==> config.mk <==
export PLATFORM = sky130hd
export DESIGN_NAME = ahblite_slave_mux
export DESIGN_NICKNAME = d
export VERILOG_FILES = /design/src/rtl/ahblite_slave_mux.sv
export SDC_FILE = /design/constraint.sdc
export NUM_CORES = 1
export LEC_CHECK = 0
export CORE_MARGIN = 5
export CORE_UTILIZATION = 31
export CTS_BUF_LIST = sky130_fd_sc_hd__clkbuf_4 sky130_fd_sc_hd__clkbuf_8
export CTS_CLUSTER_DIAMETER = 80
export DETAILED_ROUTE_END_ITERATION = 8
export GPL_ROUTABILITY_DRIVEN = 0
export PLACE_DENSITY = 0.83
export SLEW_MARGIN = 10
export SYNTH_ARGS = -nofsm -noshare
export SYNTH_HDL_FRONTEND = slang
export SYNTH_SLANG_ARGS = --single-unit
==> constraint.sdc <==
create_clock -name HCLK -period 2.4 [get_ports HCLK]
set_input_delay 0.48 -clock HCLK [delete_from_list [all_inputs] [get_ports HCLK]]
set_output_delay 0.48 -clock HCLK [all_outputs]
set_load 0.01 [all_outputs]
==> src/rtl/ahblite_slave_mux.sv <==
// AHB-Lite data-phase return mux with a built-in default slave.
// The block records which slave owns the next data phase while the address
// phase is accepted, then steers that slave's HRDATA/HREADYOUT/HRESP back to
// the master. When an active transfer hits no enabled port, it produces the
// two-cycle ERROR response and counts the event in a saturating counter.
module ahblite_slave_mux #(
    parameter bit          PORT0_EN  = 1'b1,  // RAMCODE    0x0000_0000-0x0000_FFFF
    parameter bit          PORT1_EN  = 1'b1,  // RAMDATA    0x2000_0000-0x2000_FFFF
    parameter bit          PORT2_EN  = 1'b1,  // WaterLight 0x4000_0000-0x4000_000F
    parameter bit          PORT3_EN  = 1'b1,  // UART       0x4000_0010-0x4000_001F
    parameter int unsigned ERR_CNT_W = 8
) (
    input  logic                 HCLK,
    input  logic                 HRESETn,
    input  logic                 HREADY,
    input  logic [1:0]           HTRANS,

    input  logic                 P0_HSEL,
    input  logic                 P1_HSEL,
    input  logic                 P2_HSEL,
    input  logic                 P3_HSEL,

    input  logic                 P0_HREADYOUT,
    input  logic                 P1_HREADYOUT,
    input  logic                 P2_HREADYOUT,
    input  logic                 P3_HREADYOUT,

    input  logic                 P0_HRESP,
    input  logic                 P1_HRESP,
    input  logic                 P2_HRESP,
    input  logic                 P3_HRESP,

    input  logic [31:0]          P0_HRDATA,
    input  logic [31:0]          P1_HRDATA,
    input  logic [31:0]          P2_HRDATA,
    input  logic [31:0]          P3_HRDATA,

    output logic                 HREADYOUT,
    output logic                 HRESP,
    output logic [31:0]          HRDATA,
    output logic                 MULTI_SEL,
    output logic [ERR_CNT_W-1:0] ERR_CNT
);

    // Default-slave states: ERR1 is the not-ready half of the ERROR
    // response, ERR2 the ready half.
    typedef enum logic [1:0] {
        ST_IDLE = 2'd0,
        ST_ERR1 = 2'd1,
        ST_ERR2 = 2'd2
    } state_t;

    // Fixed-priority reduction to one-hot: port 0 wins over port 1, and so on.
    function automatic logic [3:0] first_sel(input logic [3:0] sel);
        logic [3:0] result;
        result = 4'b0000;
        if (sel[0])      result = 4'b0001;
        else if (sel[1]) result = 4'b0010;
        else if (sel[2]) result = 4'b0100;
        else if (sel[3]) result = 4'b1000;
        return result;
    endfunction

    // ------------------------------------------------------------------
    // Address-phase decode
    // ------------------------------------------------------------------
    logic [3:0] en_sel;       // selects from enabled ports only
    logic       addr_valid;   // an active transfer is accepted on this edge
    logic       unmapped;     // active transfer that no enabled port claims
    logic       multi_hit;    // more than one enabled port claims it

    // A disabled port's HSEL is masked here, so a transfer aimed at it
    // looks unmapped and falls through to the default slave.
    assign en_sel     = {P3_HSEL & PORT3_EN, P2_HSEL & PORT2_EN,
                         P1_HSEL & PORT1_EN, P0_HSEL & PORT0_EN};
    assign addr_valid = HREADY & HTRANS[1];
    assign unmapped   = addr_valid & (en_sel == 4'b0000);
    // Clearing the lowest set bit leaves something only if two or more were set.
    assign multi_hit  = addr_valid & (|(en_sel & (en_sel - 4'd1)));

    // HTRANS[0] only distinguishes IDLE/BUSY or NONSEQ/SEQ, which this
    // block treats identically.
    logic unused_htrans0;
    assign unused_htrans0 = HTRANS[0];

    // ------------------------------------------------------------------
    // Next-state logic
    // ------------------------------------------------------------------
    logic [3:0]           sel_q,     sel_d;
    state_t               state_q,   state_d;
    logic [ERR_CNT_W-1:0] err_cnt_q, err_cnt_d;
    logic                 multi_q,   multi_d;
    logic                 err_entry;

    // Data-phase owner: captured only when the bus accepts an address, held
    // through wait states so the data phase stays bound to its slave.
    always_comb begin
        // NOTE: every variable assigned in always_comb gets a default first;
        // a path that leaves it unassigned would infer a latch.
        sel_d = sel_q;
        if (HREADY) begin
            sel_d = HTRANS[1] ? first_sel(en_sel) : 4'b0000;
        end
    end

    // Default-slave sequencing: IDLE -> ERR1 -> ERR2 -> (ERR1 | IDLE).
    always_comb begin
        state_d = state_q;
        unique case (state_q)
            ST_IDLE: if (unmapped) state_d = ST_ERR1;
            ST_ERR1: state_d = ST_ERR2;
            ST_ERR2: state_d = unmapped ? ST_ERR1 : ST_IDLE;
            default: state_d = ST_IDLE;
        endcase
    end

    // Error counter and multi-select flag: the counter bumps on every ERR1
    // entry and sticks at all-ones; the flag is a one-edge pulse.
    always_comb begin
        err_entry = (state_d == ST_ERR1) && (state_q != ST_ERR1);
        err_cnt_d = err_cnt_q;
        if (err_entry && (err_cnt_q != {ERR_CNT_W{1'b1}})) begin
            err_cnt_d = err_cnt_q + ERR_CNT_W'(1);
        end
        multi_d = multi_hit;
    end

    // ------------------------------------------------------------------
    // State registers (synchronous active-low reset)
    // ------------------------------------------------------------------
    // Reset has priority over everything, including an ERROR in flight.
    always_ff @(posedge HCLK) begin
        if (!HRESETn) begin
            sel_q     <= 4'b0000;
            state_q   <= ST_IDLE;
            err_cnt_q <= '0;
            multi_q   <= 1'b0;
        end else begin
            // NOTE: state registers use non-blocking assignment so every
            // register samples the pre-edge values of its neighbours.
            sel_q     <= sel_d;
            state_q   <= state_d;
            err_cnt_q <= err_cnt_d;
            multi_q   <= multi_d;
        end
    end

    assign ERR_CNT   = err_cnt_q;
    assign MULTI_SEL = multi_q;

    // ------------------------------------------------------------------
    // Data-phase return mux
    // ------------------------------------------------------------------
    // The default slave's response takes precedence; otherwise the latched
    // one-hot owner is passed straight through, adding no latency. With no
    // owner the bus sees a zero-wait OKAY.
    always_comb begin
        HREADYOUT = 1'b1;
        HRESP     = 1'b0;
        HRDATA    = 32'h0000_0000;
        unique case (state_q)
            ST_ERR1: begin
                HREADYOUT = 1'b0;
                HRESP     = 1'b1;
            end
            ST_ERR2: begin
                HREADYOUT = 1'b1;
                HRESP     = 1'b1;
            end
            default: begin
                if (sel_q[0]) begin
                    HREADYOUT = P0_HREADYOUT;
                    HRESP     = P0_HRESP;
                    HRDATA    = P0_HRDATA;
                end else if (sel_q[1]) begin
                    HREADYOUT = P1_HREADYOUT;
                    HRESP     = P1_HRESP;
                    HRDATA    = P1_HRDATA;
                end else if (sel_q[2]) begin
                    HREADYOUT = P2_HREADYOUT;
                    HRESP     = P2_HRESP;
                    HRDATA    = P2_HRDATA;
                end else if (sel_q[3]) begin
                    HREADYOUT = P3_HREADYOUT;
                    HRESP     = P3_HRESP;
                    HRDATA    = P3_HRDATA;
                end
            end
        endcase
    end

endmodule

==> results.md <==
* Status: completed
* Post-synth top cells: a21oi_1 (42), nand2_1 (36), a221oi_1 (34), a211o_1 (33), clkinv_1 (32)
* Number of remaining DRC errors at 0
* Post-synth EDFFs at 0
* Share of cells above drive strength 1 at 0.0944
* Worst hold margin at approximately 480 ps
* Post-route cell area at between 0.003 and 0.004 mm^2
* # Max-Cap Violations at 0
* Placed wire-length estimate at about 7400 um
* CP required at about 1900 ps
* Via count at 2860
* Syn nets at 440
* Crit path time final at around 2300 ps
* End of the critical path: HRDATA[24]
* LEAKAGE at about 1.5 nW
* Max clock buf depth at 2
* Worst vdd ir at 0.180 mV
* Reg2reg start: state_q[0]
* Core box area at 0.00624 mm^2
* Vias in the first global route at ~2800
* Postcts setup bufs at 0
* Max stage delay cell, worst path: dfxtp_1
* Final Hold Viols at 0
* Sink Count at 15
* FF+latch count, synth at 15
* N_diodes at 0
* Area Overhead vs Synth at 104%
* Main synth FF type: dfxtp_1
* Synth Cell Area at a little under 0.002 mm^2
* Post-synthesis cell type count at 37
* Clk pin slew, worst setup/hold paths at ~60 ps
* GR Overflow Total at 0
* Vias per inst at 5.27
* Fmax achieved at roughly 440 MHz
* Cell Pwr Density at between 200 and 250 mW/mm^2
* Synth Area per Inst at approximately 6.8 um^2
* Synth top area share at 0.154
* Worst Path Max Fanout at 13
* Drt first-iter violations at 156
* Initial DRT Pass Iterations at 4
* CP peak stage delay at around 330 ps
* Largest net degree at the start of global routing at 58
* Critical path origin: sel_q[3]
* CTS tree: built
* Initial Utilization at 0.313
* Worst slew pin tran at about 740 ps
* Crit end category: output port
* RSZ-0062 raised after global routing: yes
* Num CTS Buffers at 3
* Die Span Y at ~89 um
* CTS Root Cell: clkbuf_8
* R2R cell count at 6
* Synth area leaders: dfxtp_1 (15%), a221oi_1 (15%), a211o_1 (15%), a21oi_1 (11%), nand2_1 (6.9%)
* Gr usage total at 0.213
* Slew HR at 0.507
* Number of H-tree levels at 1
* Buffers and inverters on the worst path at 2
* DRT Wirelength at between 9000 and 10000 um
* Num ports at 188
* Clk_skew at around 8.5 ps
* CP Depth at 6
* DIE WIDTH at 89.4 um
* FILL cells at about 560
* Tcrit/Tclk final at 0.954
* Fin nets at 618
* Post-synth ARST share at 0
* RR Endpoint: ERR_CNT[3]
* Num rows at 29
* Leading area contributor after synthesis: dfxtp_1
* Antenna-violating nets left at 0
* Hold buffer count at CTS at 0
* Final Total Pwr at approximately 0.91 mW
* Clock latency on the worst-skew pair at ~250 ps
* Wire per inst at 17.1 um
* Crit path cell chain: nor2b_4, buf_12, a221oi_1, a211o_1, a21oi_1, dlygate4sd2_1
* Sequential fraction of the synthesis area at 0.154
* Mapped Cells at approximately 290
* First-pass GRT wire length at around 14000 um
* Slew Viols, Final at 0
* CP Class: register to output port
* Most numerous cell in the Yosys netlist: a21oi_1
* Class of the worst hold path: register to register
* Synth Warn # at 0
* CP top delay family: compound AO/OA/AOI/OAI gates
* Worst path arrival time at 1810 ps
* Placed cell area at just under 0.004 mm^2
* Die area at about 0.008 mm^2
* Count of input and output buffers at between 150 and 200
* # setup viols final at 0
* Startpoint types: register
* Initial antenna violation count at 0
* R2R setup slack at slightly above 500 ps
## kinds of logic (layout without fill, tap and decap cells)
family / Yosys count / after routing / synth area share
AO/OA/AOI/OAI: 120 / 120 / 0.453
multiplexers: 2 / 2 / 0.0102
adder cells (fa/ha/maj): 7 / 7 / 0.0435
AND/OR/NAND/NOR: 76 / 76 / 0.200
buffers and inverters: 69 / 246 / 0.140
flip-flops: 15 / 15 / 0.154
## state kept, by name (all words and copies together), names as in the netlist
signal and flops:
MULTI_SEL 1, state_q 2, sel_q 4, ERR_CNT 8
## metal layers
metal / vias to the layer above / track usage / part of all wire
met5: - / 0 / 0
met4: 0 / 0.0487 / 0.017
li1: 1423 / - / -
met1: 1298 / 0.252 / 0.37
met3: 16 / 0.0590 / 0.079
met2: 123 / 0.380 / 0.53
## layout by cell type (no fill, tap or decap), drive strengths merged, types with 2 or more instances in the layout
cell type / count
nor2: 4
a221oi: 34
clkdlybuf4s50: 152
buf: 19
ha: 6
nand2b: 5
inv: 6
dlygate4sd2: 20
nor2b: 4
nand4: 2
nand3: 5
or4: 3
and2: 2
clkinv: 32
clkdlybuf4s15: 2
mux2i: 2
nor3: 6
o31ai: 4
nand2: 36
dfxtp: 15
o21ai: 3
a21oi: 42
clkbuf: 15
a211o: 33
## what timing repair did
| item | 4_1_cts | 5_1_grt |
|---|---|---|
| resized for setup | 43 | 28 |
| gates cloned | 1 | 0 |
| endpoints found under the setup margin | 34 | 14 |
| pin swaps | 0 | 0 |
## through the flow
| step | setup TNS, ps | setup WS, ps | cells | util |
|---|---|---|---|---|
| 3_3_place_gp | -2780 | -257 | 538 | 0.635 |
| 4_1_cts | -9.99 | -5.52 | 543 | 0.646 |
| 6_report | 0 | 110 | 543 | 0.639 |
| 5_1_grt | -19.6 | -10.7 | 543 | 0.639 |
| 2_1_floorplan | 0 | 447 | 289 | - |
| 3_5_place_dp | -3150 | -257 | 538 | 0.635 |
## power by group
group | switching [mW] | internal (mW) | total, mW
Clock | 0.0881 | 0.129 | 0.217
Combinational | 0.145 | 0.294 | 0.439
Sequential | 0.00337 | 0.252 | 0.255
## how the worst min path moves through the flow
stage,startpoint,endpoint,slack (ps),cells after the start
finish,sel_q[3],sel_q[3],480,2
global route,sel_q[3],sel_q[3],510,2
CTS,sel_q[3],sel_q[3],480,2
detailed placement,sel_q[3],sel_q[3],460,2
global placement,sel_q[3],sel_q[3],460,2
floorplan,sel_q[3],sel_q[3],440,2
## worst register-to-register path, delay by kind of cell, from the launching register on
kind | cells | cell delay [ps]
AOI/OAI and AO/OA | 2 | 420
adders and majority gates | 1 | 230
buffers and inverters | 1 | 150
DFF | 1 | 310
and+or+nand+nor | 2 | 730
## area by class of cell
class | count | area (um^2) | share of cell area
clock buffers | 4 | 48.8 | 0.0122
well taps | 77 | 96.3 | 0.0242
multi-input cells | 205 | 1400 | 0.351
inverters | 38 | 143 | 0.0358
repair buffers | 204 | 1990 | 0.500
flip-flops and latches | 15 | 304 | 0.0763
Power figures use the tool's default switching activity.
